### src/rtl/alarm_pkg.sv
`default_nettype none
// ============================================================================
//  Module   : alarm_pkg
//  Purpose  : Shared state encodings, alarm-cause bit positions and default
//             timing-counter width for the alarm controller.
//  Revision : 1.0  initial release
// ============================================================================
package alarm_pkg;

    localparam int c_DEFAULT_SIZE = 27;

    localparam logic [1:0] c_ST_IDLE    = 2'd0;
    localparam logic [1:0] c_ST_ARMED   = 2'd1;
    localparam logic [1:0] c_ST_CONFIRM = 2'd2;
    localparam logic [1:0] c_ST_ALARM   = 2'd3;

    localparam int c_CAUSE_GAS = 0;
    localparam int c_CAUSE_MOV = 1;

endpackage
`default_nettype wire

### src/rtl/alarm_confirm_counter.sv
`default_nettype none
// ============================================================================
//  Module   : alarm_confirm_counter
//  Purpose  : Sensor persistence counter; confirm is raised on the LIMIT-th
//             consecutive enabled cycle with the input high.
//  Revision : 1.0  initial release
// ============================================================================
module alarm_confirm_counter
    import alarm_pkg::*;
#(
    parameter int              SIZE  = c_DEFAULT_SIZE,
    parameter logic [SIZE-1:0] LIMIT = SIZE'(100000000)
) (
    input  logic clk,
    input  logic rst,
    input  logic en,
    input  logic in,
    output logic confirm
);

    localparam logic [SIZE-1:0] c_LAST = LIMIT - SIZE'(1);

    logic [SIZE-1:0] r_count;
    logic            w_at_last;

    assign w_at_last = (r_count == c_LAST);
    assign confirm   = en & in & w_at_last;

    // Saturates at the last value so the count can never pass LIMIT-1.
    always_ff @(posedge clk) begin
        if (rst || !en || !in) begin
            r_count <= '0;
        end else if (!w_at_last) begin
            r_count <= r_count + SIZE'(1);
        end
    end

endmodule
`default_nettype wire

### src/rtl/alarm_controller.sv
`default_nettype none
// ============================================================================
//  Module   : alarm_controller
//  Purpose  : Arm/confirm/alarm sequencer driving siren, message pulse and
//             status LED from synchronized board inputs.
//  Revision : 1.0  initial release
// ============================================================================
module alarm_controller
    import alarm_pkg::*;
#(
    parameter int              SIZE        = c_DEFAULT_SIZE,
    parameter logic [SIZE-1:0] TONE_HALF   = SIZE'(833333),
    parameter logic [SIZE-1:0] CONFIRM_GAS = SIZE'(100000000),
    parameter logic [SIZE-1:0] CONFIRM_MOV = SIZE'(100000000),
    parameter logic [SIZE-1:0] MSG_PULSE   = SIZE'(50)
) (
    input  logic       clk,
    input  logic       rst,
    input  logic       sw_on,
    input  logic       gases,
    input  logic       movimiento,
    input  logic       clave,
    output logic       sound,
    output logic       mensaje,
    output logic       clk_out,
    output logic [1:0] state,
    output logic [1:0] cause
);

    localparam logic [SIZE-1:0] c_TONE_LAST = TONE_HALF - SIZE'(1);
    localparam logic [SIZE-1:0] c_MSG_LAST  = MSG_PULSE - SIZE'(1);

    logic [1:0]      r_sw_pipe, r_gas_pipe, r_mov_pipe, r_clave_pipe;
    logic            r_clave_d;
    logic [1:0]      r_state;
    logic            r_rearm_ok;
    logic [SIZE-1:0] r_tone;
    logic [SIZE-1:0] r_msg_cnt;
    logic            r_sound, r_mensaje, r_clk_out;
    logic [1:0]      r_cause;

    logic            w_sw, w_gas, w_mov, w_clave, w_clave_rise;
    logic            w_en, w_gas_confirm, w_mov_confirm;
    logic [1:0]      w_next_state;
    logic            w_next_rearm;
    logic            w_change, w_wrap;
    logic [1:0]      w_cause_load;

    // Sensors idle low; the arm switch idles high, i.e. system off.
    always_ff @(posedge clk) begin
        if (rst) begin
            r_sw_pipe    <= 2'b11;
            r_gas_pipe   <= 2'b00;
            r_mov_pipe   <= 2'b00;
            r_clave_pipe <= 2'b00;
            r_clave_d    <= 1'b0;
        end else begin
            r_sw_pipe    <= {r_sw_pipe[0], sw_on};
            r_gas_pipe   <= {r_gas_pipe[0], gases};
            r_mov_pipe   <= {r_mov_pipe[0], movimiento};
            r_clave_pipe <= {r_clave_pipe[0], clave};
            r_clave_d    <= r_clave_pipe[1];
        end
    end

    assign w_sw         = r_sw_pipe[1];
    assign w_gas        = r_gas_pipe[1];
    assign w_mov        = r_mov_pipe[1];
    assign w_clave      = r_clave_pipe[1];
    assign w_clave_rise = w_clave & ~r_clave_d;
    assign w_en         = (r_state == c_ST_ARMED) || (r_state == c_ST_CONFIRM);

    alarm_confirm_counter #(.SIZE(SIZE), .LIMIT(CONFIRM_GAS)) u_gas_confirm (
        .clk     (clk),
        .rst     (rst),
        .en      (w_en),
        .in      (w_gas),
        .confirm (w_gas_confirm)
    );

    alarm_confirm_counter #(.SIZE(SIZE), .LIMIT(CONFIRM_MOV)) u_mov_confirm (
        .clk     (clk),
        .rst     (rst),
        .en      (w_en),
        .in      (w_mov),
        .confirm (w_mov_confirm)
    );

    // Priority: switch off, then disarm key, then confirm, then sensors clear.
    always_comb begin
        w_next_state = r_state;
        w_next_rearm = r_rearm_ok;
        if (w_sw) begin
            w_next_state = c_ST_IDLE;
            w_next_rearm = 1'b1;
        end else if ((r_state != c_ST_IDLE) && w_clave_rise) begin
            w_next_state = c_ST_IDLE;
            w_next_rearm = 1'b0;
        end else begin
            case (r_state)
                c_ST_IDLE: begin
                    if (r_rearm_ok && !w_clave) w_next_state = c_ST_ARMED;
                end
                c_ST_ARMED: begin
                    if (w_gas || w_mov) w_next_state = c_ST_CONFIRM;
                end
                c_ST_CONFIRM: begin
                    if (w_gas_confirm || w_mov_confirm) w_next_state = c_ST_ALARM;
                    else if (!w_gas && !w_mov)          w_next_state = c_ST_ARMED;
                end
                default: ;
            endcase
        end
    end

    always_comb begin
        w_cause_load              = 2'b00;
        w_cause_load[c_CAUSE_GAS] = w_gas_confirm;
        w_cause_load[c_CAUSE_MOV] = w_mov_confirm;
    end

    assign w_change = (w_next_state != r_state);
    assign w_wrap   = (r_tone == c_TONE_LAST);

    always_ff @(posedge clk) begin
        if (rst) begin
            r_state    <= c_ST_IDLE;
            r_rearm_ok <= 1'b1;
            r_tone     <= '0;
            r_msg_cnt  <= '0;
            r_sound    <= 1'b0;
            r_mensaje  <= 1'b0;
            r_clk_out  <= 1'b0;
            r_cause    <= 2'b00;
        end else begin
            r_state    <= w_next_state;
            r_rearm_ok <= w_next_rearm;
            r_tone     <= (w_change || w_wrap) ? '0 : r_tone + SIZE'(1);

            // A state change restarts the tone phase, so it never toggles outputs.
            if (w_next_state != c_ST_ALARM || w_change) r_sound <= 1'b0;
            else if (w_wrap)                            r_sound <= ~r_sound;

            case (w_next_state)
                c_ST_IDLE:  r_clk_out <= 1'b0;
                c_ST_ALARM: r_clk_out <= 1'b1;
                default:    if (w_wrap && !w_change) r_clk_out <= ~r_clk_out;
            endcase

            if (w_next_state != c_ST_ALARM) begin
                r_mensaje <= 1'b0;
                r_msg_cnt <= '0;
            end else if (w_change) begin
                r_mensaje <= 1'b1;
                r_msg_cnt <= '0;
            end else if (r_mensaje) begin
                if (r_msg_cnt == c_MSG_LAST) r_mensaje <= 1'b0;
                else                         r_msg_cnt <= r_msg_cnt + SIZE'(1);
            end

            if (w_next_state == c_ST_IDLE)                 r_cause <= 2'b00;
            else if (w_next_state == c_ST_ALARM && w_change) r_cause <= w_cause_load;
        end
    end

    assign state   = r_state;
    assign sound   = r_sound;
    assign mensaje = r_mensaje;
    assign clk_out = r_clk_out;
    assign cause   = r_cause;

endmodule
`default_nettype wire
### config.mk
export PLATFORM = sky130hd
export DESIGN_NAME = alarm_controller
export DESIGN_NICKNAME = d
export VERILOG_FILES = /design/src/rtl/alarm_pkg.sv /design/src/rtl/alarm_confirm_counter.sv /design/src/rtl/alarm_controller.sv
export SDC_FILE = /design/constraint.sdc
export NUM_CORES = 1
export LEC_CHECK = 0
export ABC_AREA = 0
export CORE_ASPECT_RATIO = 0.6
export CORE_MARGIN = 2
export CORE_UTILIZATION = 25
export DETAILED_ROUTE_END_ITERATION = 10
export GPL_TIMING_DRIVEN = 1
export PLACE_DENSITY = 0.49
export SYNTH_ARGS = -nofsm -noshare
export SYNTH_HDL_FRONTEND = slang
export SYNTH_SLANG_ARGS = --single-unit
### constraint.sdc
create_clock -name clk -period 3.83 [get_ports clk]
set_input_delay 0.766 -clock clk [delete_from_list [all_inputs] [get_ports clk]]
set_output_delay 0.766 -clock clk [all_outputs]
set_load 0.01 [all_outputs]
==> results of run 1 <==
[cells by family after synthesis]
logic type,count (synthesis),share of synthesized area (%)
XOR/XNOR,88,13.10
buffers and inverters,39,3.231
flip-flops,125,42.52
adder cells (fa/ha/maj),12,2.551
AO/OA/AOI/OAI,64,6.973
AND/OR/NAND/NOR,355,30.61
multiplexers,6,1.020
[sequential cells by signal, indices dropped and copies added, names as in the netlist]
signal / flops
cause: 2
r_rearm_ok: 1
r_mov_pipe: 2
u_mov_confirm.r_count: 27
r_msg_cnt: 27
sound: 1
r_clave_pipe: 2
r_tone: 27
r_gas_pipe: 2
mensaje: 1
u_gas_confirm.r_count: 27
clk_out: 1
r_sw_pipe: 2
r_clave_d: 1
state: 2
[routing by layer]
layer | vias up | global-route usage (%) | routed length, µm
met2 | 82 | 13.87 | 4430
met1 | 2091 | 17.58 | 7714
met5 | - | 0 | 0
met3 | 11 | 3.452 | 573
met4 | 0 | 3.998 | 136
li1 | 2414 | - | -
[layout by cell type (no fill, tap or decap), types with 5 or more instances in the layout]
cell,count
nor3_1,13
nand2_1,45
and2_1,6
nor2b_1,13
a31oi_1,5
xor2_1,47
clkbuf_16,17
o21ai_0,19
nor2_1,132
xnor2_1,41
and4_1,9
inv_1,21
mux2i_1,6
or2_2,7
clkdlybuf4s50_1,12
ha_1,12
nand3_1,36
clkinvlp_4,6
and3_1,10
nand4_1,29
a21oi_1,19
nand2b_1,5
nor4_1,11
or3_1,17
nor4b_1,6
dfxtp_1,125
[area by class of cell]
cell class | count | area share, %
Multi-Input combinational cell | 525 | 46.16
Sequential cell | 125 | 36.18
Clock buffer | 23 | 7.055
Tap cell | 315 | 5.698
Timing Repair Buffer | 16 | 2.171
Clock inverter | 9 | 1.592
Inverter | 21 | 1.140
[through the flow]
stage                     util (%)  power (mW)
final                        29.97       2.982
after detailed placement     27.38       1.391
after CTS                    29.97       3.032
after global placement       27.38       1.392
after global routing         29.97       3.097
after floorplan                  -       1.377
[critical path, stage by stage, from the launching register on]
cell	delay (ps)
dfxtp_1	490
inv_1	140
ha_1	380
nand2_1	70
or4_1	420
o32ai_2	350
o21ai_0	130
a221o_1	350
inv_1	70
ha_1	270
nand2b_1	80
a21oi_1	120
o21ai_0	140
a211o_1	330
a21boi_1	140
[power by group]
part / leakage (nW) / switching [mW] / internal (mW)
Sequential: 1.01 / 0.00709 / 1.31
Clock: 0.274 / 0.594 / 1.03
Combinational: 0.901 / 0.0265 / 0.0205
[worst min-delay path by stage]
stage                               to  depth (start not counted)         start  slack [ps]
after CTS                 r_sw_pipe[1]                          1  r_sw_pipe[0]         410
final                     r_sw_pipe[1]                          1  r_sw_pipe[0]         410
after detailed placement  r_sw_pipe[1]                          1  r_sw_pipe[0]         400
after floorplan           r_sw_pipe[1]                          1  r_sw_pipe[0]         390
after global routing      r_sw_pipe[1]                          1  r_sw_pipe[0]         440
after global placement    r_sw_pipe[1]                          1  r_sw_pipe[0]         400
==> results.sh, run 1 <==
export IMPL_synthesis_instances=689
export IMPL_post_cts_setup_buffers=0
export IMPL_groute_usage_overall_pct=11.27
export IMPL_timing_max_transition_violations_final=0
export IMPL_floorplan_core_area_um2=23080
export IMPL_tritoncts="done"
export IMPL_grt_max_degree=29
export IMPL_fmaxAchievable_mhz=281.6
export IMPL_data_required_time_at_the_worst_endpoint_ps=4180
export IMPL_syn_cell_area_um2=5886
export IMPL_ir_drop_mv=0.3280
export IMPL_hold_path_class="reg2reg"
export IMPL_cap_violations=0
export IMPL_drtPass1Iterations=5
export IMPL_netlist_top_cells_count="nor2_1 (132), dfxtp_1 (125), xor2_1 (47), nand2_1 (45), xnor2_1 (41)"
export IMPL_cp_max_fo=9
export IMPL_maxSlewHeadroom_pct=36.11
export IMPL_worstSkewPairLatency_ps=420
export IMPL_synth_largest_type_area_fraction_pct=42.52
export IMPL_fp_dieArea_um2=24830
export IMPL_vias=4598
export IMPL_final_layout_size_suffix_gt1_share_pct=6.537
export IMPL_min_clock_period_post_route_ps=3551
export IMPL_cts_repair_resized=0
export IMPL_critical_path_arrival_ps=3900
export IMPL_globalplace_congestion=0.8160
export IMPL_worst_slew_pin_slew_ps=958.4
export IMPL_routed_via_density=4.447
export IMPL_placedInstanceArea_um2=6319
export IMPL_area_of_the_multi_input_gates_um2=3193
export IMPL_rr_startpoint="state[0]"
export IMPL_post_synth_cell_types=53
export IMPL_syn_nets=707
export IMPL_detailed_place_hpwl_um=8964
export IMPL_yosysWarnings=0
export IMPL_outcome="complete, no violations"
export IMPL_avgRoutedWirePerCell_um=12.43
export IMPL_filler_cell_count=2436
export IMPL_drtIter0Drc=246
export IMPL_power_per_cell_area_nw_per_um2=431.2
export IMPL_critical_path_startpoint_category="flop"
export IMPL_synth_main_ff_cell="dfxtp_1"
export IMPL_ys_async_sr_fraction_pct=0
export IMPL_number_of_cells_traversed_by_the_worst_register_to_register_path=14
export IMPL_finish_instance_area_um2=6917
export IMPL_antennaDiodeCount=0
export IMPL_grt_antenna_before_repair=0
export IMPL_placed_cells_incl_taps=1002
export IMPL_power_static_leakage_nw=2.184
export IMPL_root_buffer="clkbuf_16"
export IMPL_crit_end="cause[0]"
export IMPL_starting_density_pct=25.50
export IMPL_clk_pin_slew_worst_paths_ps=60
export IMPL_number_of_register_bits_inferred_by_synthesis=125
export IMPL_cts_sinks=125
export IMPL_count_of_unresolved_drc_violations_after_routing=0
export IMPL_rows=43
export IMPL_yosysMostFrequentCell="nor2_1"
export IMPL_finish_cell_count_without_fillers=1034
export IMPL_cts_made_buffers=17
export IMPL_ioPinCount=13
export IMPL_crit_path_launch="state[0]"
export IMPL_critical_path_end_type="flop"
export IMPL_regArea_um2=2502
export IMPL_totalNegativeSetupSlack_ps=0
export IMPL_dp_worst_setup_slack_ps=338.9
export IMPL_synth_edf_count=0
export IMPL_syn_to_final_growth_pct=17.52
export IMPL_postRouteWirelength_um=12860
export IMPL_design_final_nets=724
export IMPL_synth_yosys_seq_area_share_pct=42.52
export IMPL_syn_mean_instance_area_um2=8.542
export IMPL_y_dimension_of_the_die_um=122.9
export IMPL_r2r_setup_slack_ps=280
export IMPL_post_route_worst_setup_slack_ps=279.0
export IMPL_die_width_um=202.1
export IMPL_grt_first_pass_wirelength_um=21950
export IMPL_holdWs_ps=410.4
export IMPL_overflow=0
export IMPL_setup_violations_final=0
export IMPL_timing_rr_end="cause[0]"
export IMPL_portBuffers=12
export IMPL_netlist_top_cells_area="dfxtp_1 (43%), nor2_1 (8.4%), xor2_1 (7.0%), xnor2_1 (6.1%), nand4_1 (3.1%)"
export IMPL_clock_tree_htree_level_count=4
export IMPL_timing_clock_skew_ps=14.15
export IMPL_via_count_of_the_first_global_routing_pass=4251
export IMPL_worst_setup_path_type="reg2reg"
export IMPL_post_cts_hold_buffer_count=0
export IMPL_hold_violation_count_in_the_final_report=0
export IMPL_netlist_top_cell_by_area="dfxtp_1"
export IMPL_layout_worst_path_cycle_share_pct=92.72
export IMPL_grt_setup_unrepaired="false"
export IMPL_ant_nets=0
export IMPL_clockBufferDepth=2
Power figures use the tool's default switching activity.
==> inputs of run 2 (changes only) <==
- ABC_AREA: 0 -> 1
==> run 2 against run 1 <==
Compared with the run above:
- maximum frequency is 26% higher
- final area is 13% higher
- non-clock buffer count is 1 lower
- synthesized area is 15% higher
- via count is 28% higher
- clock skew is 3.7 ps lower
- worst hold slack worse by 9.1 ps
==> results.sh, run 2 <==
export IMPL_outcome="complete, no violations"
export IMPL_layout_worst_path_cycle_share_pct=73.44
export IMPL_data_required_time_at_the_worst_endpoint_ps=4170
export IMPL_die_width_um=216.0
export IMPL_min_clock_period_post_route_ps=2813
export IMPL_mostFrequentLayoutCells="nand2_1 (181), inv_1 (127), nor2_1 (125), dfxtp_1 (125), nor3_1 (49)"
export IMPL_power_per_cell_area_nw_per_um2=390.4
export IMPL_clk_pin_slew_worst_paths_ps=60
export IMPL_synthesis_instances=941
export IMPL_design_final_nets=981
export IMPL_drtPass1Iterations=5
export IMPL_via_count_of_the_first_global_routing_pass=5147
export IMPL_power_static_leakage_nw=2.527
export IMPL_fmaxAchievable_mhz=355.5
export IMPL_worst_setup_path_type="reg2reg"
export IMPL_cts_sinks=125
export IMPL_worst_slew_pin_slew_ps=743.0
export IMPL_routed_via_density=4.406
export IMPL_net_switching_power_mw=0.6746
export IMPL_synth_edf_count=0
export IMPL_groute_usage_overall_pct=11.91
export IMPL_portion_of_total_power_attributed_to_sequential_cells_pct=42.9
export IMPL_synth_largest_type_area_fraction_pct=37.11
export IMPL_timing_max_transition_violations_final=0
export IMPL_hold_violation_count_in_the_final_report=0
export IMPL_grt_max_degree=29
export IMPL_yosysWarnings=0
export IMPL_yosysMostFrequentCell="nand2_1"
export IMPL_netlist_top_cells_count="nand2_1 (181), inv_1 (127), dfxtp_1 (125), nor2_1 (125), nor3_1 (49)"
export IMPL_final_layout_size_suffix_gt1_share_pct=11.78
export IMPL_root_buffer="clkbuf_16"
export IMPL_cpPeakStageDelay_ps=480
export IMPL_leading_cell_type_in_the_layout_fill_and_taps_excluded="nand2_1"
export IMPL_cts_repair_resized=0
export IMPL_ant_nets=0
export IMPL_vias=5887
export IMPL_overflow=0
export IMPL_number_of_register_bits_inferred_by_synthesis=125
export IMPL_portBuffers=12
export IMPL_clock_tree_htree_level_count=4
export IMPL_cts_made_buffers=17
export IMPL_worstPathCellList="inv_1 -> ha_1 -> nand2_1 -> inv_1 -> nand3_2 -> nand3_1 -> nand2_1 -> nand2_2 -> nand2_2 -> inv_1 -> ha_1 -> inv_1 -> nor2_1 -> nand2_8 -> nor3b_1"
export IMPL_fp_dieArea_um2=28350
export IMPL_cp_max_fo=28
export IMPL_critical_path_most_common_cell="inv_1"
export IMPL_grt_antenna_before_repair=0
export IMPL_dp_worst_setup_slack_ps=1020
export IMPL_detailed_place_hpwl_um=12100
export IMPL_synth_yosys_seq_area_share_pct=37.11
export IMPL_hold_path_class="reg2reg"
export IMPL_drtIter0Drc=390
export IMPL_postRouteWirelength_um=16310
export IMPL_syn_cell_area_um2=6744
export IMPL_antennaDiodeCount=0
export IMPL_finish_cell_count_without_fillers=1336
export IMPL_clockBufferDepth=2
export IMPL_rows=46
export IMPL_total_power_mw=3.061
export IMPL_placedInstanceArea_um2=7224
export IMPL_pwr_share_comb_pct=1.8
export IMPL_grt_first_pass_wirelength_um=27120
export IMPL_totalNegativeSetupSlack_ps=0
export IMPL_internal_power_mw=2.387
export IMPL_synth_main_ff_cell="dfxtp_1"
export IMPL_syn_mean_instance_area_um2=7.167
export IMPL_slowest_stage="dfxtp_1"
export IMPL_cap_violations=0
export IMPL_finish_instance_area_um2=7843
export IMPL_p_clk_share_pct=55.3
export IMPL_syn_to_final_growth_pct=16.29
export IMPL_syn_nets=959
export IMPL_netlist_top_cell_by_area="dfxtp_1"
export IMPL_ioPinCount=13
export IMPL_y_dimension_of_the_die_um=131.2
export IMPL_post_route_worst_setup_slack_ps=1017
export IMPL_netlist_top_cells_area="dfxtp_1 (37%), nand2_1 (10%), inv_1 (7.1%), nor2_1 (7.0%), nor3_1 (3.6%)"
export IMPL_starting_density_pct=25.47
export IMPL_critical_path_startpoint_category="flop"
export IMPL_avgRoutedWirePerCell_um=12.21
export IMPL_post_cts_setup_buffers=0
export IMPL_critical_path_end_type="flop"
export IMPL_maxSlewHeadroom_pct=50.41
export IMPL_worstSkewPairLatency_ps=420
export IMPL_ir_drop_mv=0.2632
export IMPL_count_of_unresolved_drc_violations_after_routing=0
export IMPL_tritoncts="done"
export IMPL_sw_frac_of_total_pct=22.04
export IMPL_ys_async_sr_fraction_pct=0
export IMPL_globalplace_congestion=0.8215
export IMPL_grt_setup_unrepaired="false"
export IMPL_post_cts_hold_buffer_count=0
export IMPL_placed_cells_incl_taps=1304
export IMPL_critical_path_arrival_ps=3150
export IMPL_setup_violations_final=0
export IMPL_floorplan_core_area_um2=26480
export IMPL_post_synth_cell_types=46
export IMPL_timing_clock_skew_ps=10.48
run 2: cell types whose count changed in the layout (fill, tap and decap cells not counted), moves of 11 or more:
cell and delta:
nor2b_1 -13, nand2_2 +11, a21oi_1 +26, xnor2_1 -31
nand2_1 +136, inv_1 +106, nor3_1 +36, or3_1 -17
a21oi_2 +21, xor2_1 -27
run 2: critical path: cells and delay by family, from the launching register on:
kind | cells | cell delay [ps]
DFF | 1 | 480
buffers and inverters | 4 | 400
and+or+nand+nor | 9 | 1290
adders and majority gates | 2 | 580
run 2: cell families after synthesis:
group                    Yosys count  share of synthesized area, %
AO/OA/AOI/OAI                    106                         9.555
adder cells (fa/ha/maj)           12                         2.226
buffers and inverters            144                         9.128
AND/OR/NAND/NOR                  524                         38.09
flip-flops                       125                         37.11
XOR/XNOR                          30                         3.896
run 2: area by class of cell:
class | count | area, µm²
Clock buffer | 19 | 452.9
Clock inverter | 13 | 165.2
Fill cell | 2868 | 18630
Inverter | 132 | 503.0
Multi-Input combinational cell | 672 | 3626
Sequential cell | 125 | 2502
Tap cell | 360 | 450.4
Timing Repair Buffer | 15 | 142.6
run 2: layer usage:
layer / global-route usage (%) / wire (µm)
met1: 19.99 / 9683
met2: 13.72 / 5571
met3: 3.241 / 922
met4: 3.196 / 133
met5: 0 / 0
run 2: path summary, 6_finish.rpt:
| kind | slack (ps) | from | depth (start not counted) | end |
|---|---|---|---|---|
| setup / recovery | 1020 | state[0] | 15 | r_msg_cnt[11] |
| setup reg to reg | 1020 | state[0] | 15 | r_msg_cnt[11] |
| hold reg to reg | 400 | r_mov_pipe[0] | 2 | r_mov_pipe[1] |
| hold / removal | 400 | r_mov_pipe[0] | 2 | r_mov_pipe[1] |
run 2: per-stage QoR:
stage | util, % | hold WS [ps]
6_report | 29.62 | 401.2
5_1_grt | 29.62 | 425.5
4_1_cts | 29.62 | 401.9
3_5_place_dp | 27.29 | 393.5
3_3_place_gp | 27.29 | 394.7
2_1_floorplan | - | 388.3
run 2: power groups by stage:
| stage | logic, mW | registers, mW | clock network (mW) |
|---|---|---|---|
| after floorplan | 0.0431 | 1.34 | 0 |
| after global placement | 0.0561 | 1.34 | 0 |
| after CTS | 0.0555 | 1.31 | 1.74 |
| final | 0.0542 | 1.31 | 1.69 |
| after detailed placement | 0.0552 | 1.34 | 0 |
| after global routing | 0.0619 | 1.31 | 1.80 |
==> inputs of run 3 (changes only) <==
- PLACE_DENSITY: 0.49 -> 0.5
- clock period: 3.83 -> 2.31 ns (I/O delays scaled with it)
==> run 3 against run 2 <==
Compared with the run above:
- combinational power is 88% higher
- largest power group unchanged
- power is 63% higher
- final cell count rose by 6.0%
- register-to-register slack lost 900 ps
- highest routed layer unchanged
- critical endpoint is now r_msg_cnt[9]
==> results.sh, run 3 (synthesized netlist as in run 2, its figures left out) <==
export IMPL_finish_cell_count_without_fillers=1416
export IMPL_timing_rr_end="r_msg_cnt[9]"
export IMPL_clk_pin_slew_worst_paths_ps=60
export IMPL_setup_violations_final=0
export IMPL_crit_buf_inv=6
export IMPL_r2r_setup_slack_ps=110
export IMPL_cp_max_fo=4
export IMPL_groute_usage_overall_pct=12.05
export IMPL_data_required_time_at_the_worst_endpoint_ps=2660
export IMPL_cap_violations=0
export IMPL_worst_slew_pin_slew_ps=470.4
export IMPL_overflow=0
export IMPL_cts_made_buffers=17
export IMPL_maxSlewHeadroom_pct=68.54
export IMPL_critical_path_startpoint_category="flop"
export IMPL_globalplace_congestion=0.8373
export IMPL_slowest_stage="dfxtp_2"
export IMPL_hold_path_end="r_mov_pipe[1]"
export IMPL_grt_antenna_before_repair=0
export IMPL_post_route_worst_setup_slack_ps=114.4
export IMPL_outcome="complete, no violations"
export IMPL_timing_max_transition_violations_final=0
export IMPL_placed_cells_incl_taps=1368
export IMPL_critical_path_most_common_cell="nand2_2"
export IMPL_grt_first_pass_wirelength_um=27970
export IMPL_power_per_cell_area_nw_per_um2=575.7
export IMPL_floorplan_core_area_um2=26480
export IMPL_via_count_of_the_first_global_routing_pass=5595
export IMPL_finish_instance_area_um2=8691
export IMPL_ant_nets=0
export IMPL_die_width_um=216.0
export IMPL_totalNegativeSetupSlack_ps=0
export IMPL_worstPathCellList="inv_2 -> buf_6 -> ha_4 -> a21boi_1 -> a311oi_2 -> nand2_2 -> nand2_2 -> buf_6 -> nand2_1 -> nand2_2 -> nand2_4 -> inv_8 -> nand2_8 -> buf_4 -> buf_4 -> a21oi_2"
export IMPL_antennaDiodeCount=0
export IMPL_routed_via_density=4.348
export IMPL_starting_density_pct=25.47
export IMPL_detailed_place_hpwl_um=12450
export IMPL_cts_sinks=125
export IMPL_syn_to_final_growth_pct=28.87
export IMPL_post_cts_hold_buffer_count=0
export IMPL_design_final_nets=1061
export IMPL_layout_worst_path_cycle_share_pct=95.05
export IMPL_clockBufferDepth=2
export IMPL_avgRoutedWirePerCell_um=11.84
export IMPL_grt_max_degree=28
export IMPL_power_static_leakage_nw=3.005
export IMPL_final_layout_size_suffix_gt1_share_pct=23.20
export IMPL_worst_setup_path_type="reg2reg"
export IMPL_leading_cell_type_in_the_layout_fill_and_taps_excluded="nand2_1"
export IMPL_number_of_cells_traversed_by_the_worst_register_to_register_path=16
export IMPL_cpPeakStageDelay_ps=330
export IMPL_rr_startpoint="state[1]"
export IMPL_fmaxAchievable_mhz=455.5
export IMPL_worstSkewPairLatency_ps=410
export IMPL_rows=46
export IMPL_tritoncts="done"
export IMPL_ioPinCount=13
export IMPL_timing_clock_skew_ps=10.83
export IMPL_hold_violation_count_in_the_final_report=0
export IMPL_critical_path_arrival_ps=2540
export IMPL_drtPass1Iterations=5
export IMPL_cell_class_contributing_the_biggest_share_of_worst_path_delay="buffers and inverters"
export IMPL_drtIter0Drc=437
export IMPL_y_dimension_of_the_die_um=131.2
export IMPL_dp_worst_setup_slack_ps=-38.59
export IMPL_min_clock_period_post_route_ps=2196
export IMPL_root_buffer="clkbuf_16"
export IMPL_portBuffers=12
export IMPL_worst_path_stages=16
export IMPL_ir_drop_mv=0.4768
export IMPL_critical_path_end_type="flop"
export IMPL_mostFrequentLayoutCells="nand2_1 (174), inv_1 (119), nor2_1 (117), dfxtp_1 (113), buf_4 (76)"
export IMPL_startpoint_of_the_worst_hold_path="r_mov_pipe[0]"
export IMPL_vias=6157
export IMPL_placedInstanceArea_um2=7734
export IMPL_postRouteWirelength_um=16770
export IMPL_hold_path_class="reg2reg"
export IMPL_clock_tree_htree_level_count=4
export IMPL_fp_dieArea_um2=28350
export IMPL_worstHoldPathCells=2
export IMPL_count_of_unresolved_drc_violations_after_routing=0
-- run 3: cell count changes in the layout (fill, tap and decap cells not counted), sizes merged --
cell      change
clkinvlp      -3
clkbuf        +1
inv           -1
clkinv        +3
buf          +80
-- run 3: cell type report --
| type | instances | area, µm² |
|---|---|---|
| flip-flops and latches | 125 | 2520 |
| fillers | 2849 | 17780 |
| multi-input cells | 672 | 3830 |
| inverters | 132 | 503.0 |
| well taps | 360 | 450.4 |
| clock inverters | 12 | 145.1 |
| clock buffers | 20 | 446.7 |
| repair buffers | 95 | 795.8 |
-- run 3: worst register-to-register path: cells and delay by family, from the launching register on --
kind / cells / cell delay [ps]
AO/OA/AOI/OAI: 3 / 530
adder cells (fa/ha/maj): 1 / 150
flip-flops: 1 / 330
buffers and inverters: 6 / 630
AND/OR/NAND/NOR: 6 / 510
-- run 3: power by group --
group	internal (mW)	switching, mW
logic	0.0395	0.0622
clock network	1.72	1.01
registers	2.17	0.00812
total	3.92	1.08
-- run 3: per-layer routing --
layer | wire, µm | GRT usage [%]
met1 | 9792 | 19.57
met2 | 6137 | 15.27
met3 | 723 | 2.778
met4 | 111 | 2.968
met5 | 0 | 0
-- run 3: through the flow --
step	hold WS, ps	total power, mW	utilization [%]
3_5_place_dp	403.3	2.319	29.21
3_3_place_gp	398.6	2.320	29.21
4_1_cts	413.9	5.069	31.47
6_report	410.4	5.003	32.83
2_1_floorplan	388.3	2.295	-
5_1_grt	436.0	5.188	32.83
-- run 3: worst max path at each step --
stage	from	slack, ps	to
3_3_place_gp	u_mov_confirm.r_count[1]	40	r_msg_cnt[1]
3_5_place_dp	u_mov_confirm.r_count[1]	-40	r_msg_cnt[1]
4_1_cts	u_mov_confirm.r_count[1]	10	r_msg_cnt[1]
2_1_floorplan	state[1]	10	r_msg_cnt[17]
6_report	state[1]	110	r_msg_cnt[9]
5_1_grt	u_mov_confirm.r_count[7]	-40	r_msg_cnt[10]
-- run 3: repair_timing --
| item | CTS | global route |
|---|---|---|
| setup buffers | 0 | 16 |
| pin swaps | 0 | 24 |
| setup endpoints to repair | 14 | 61 |
| gates resized for setup | 1 | 71 |
| gates cloned | 0 | 0 |
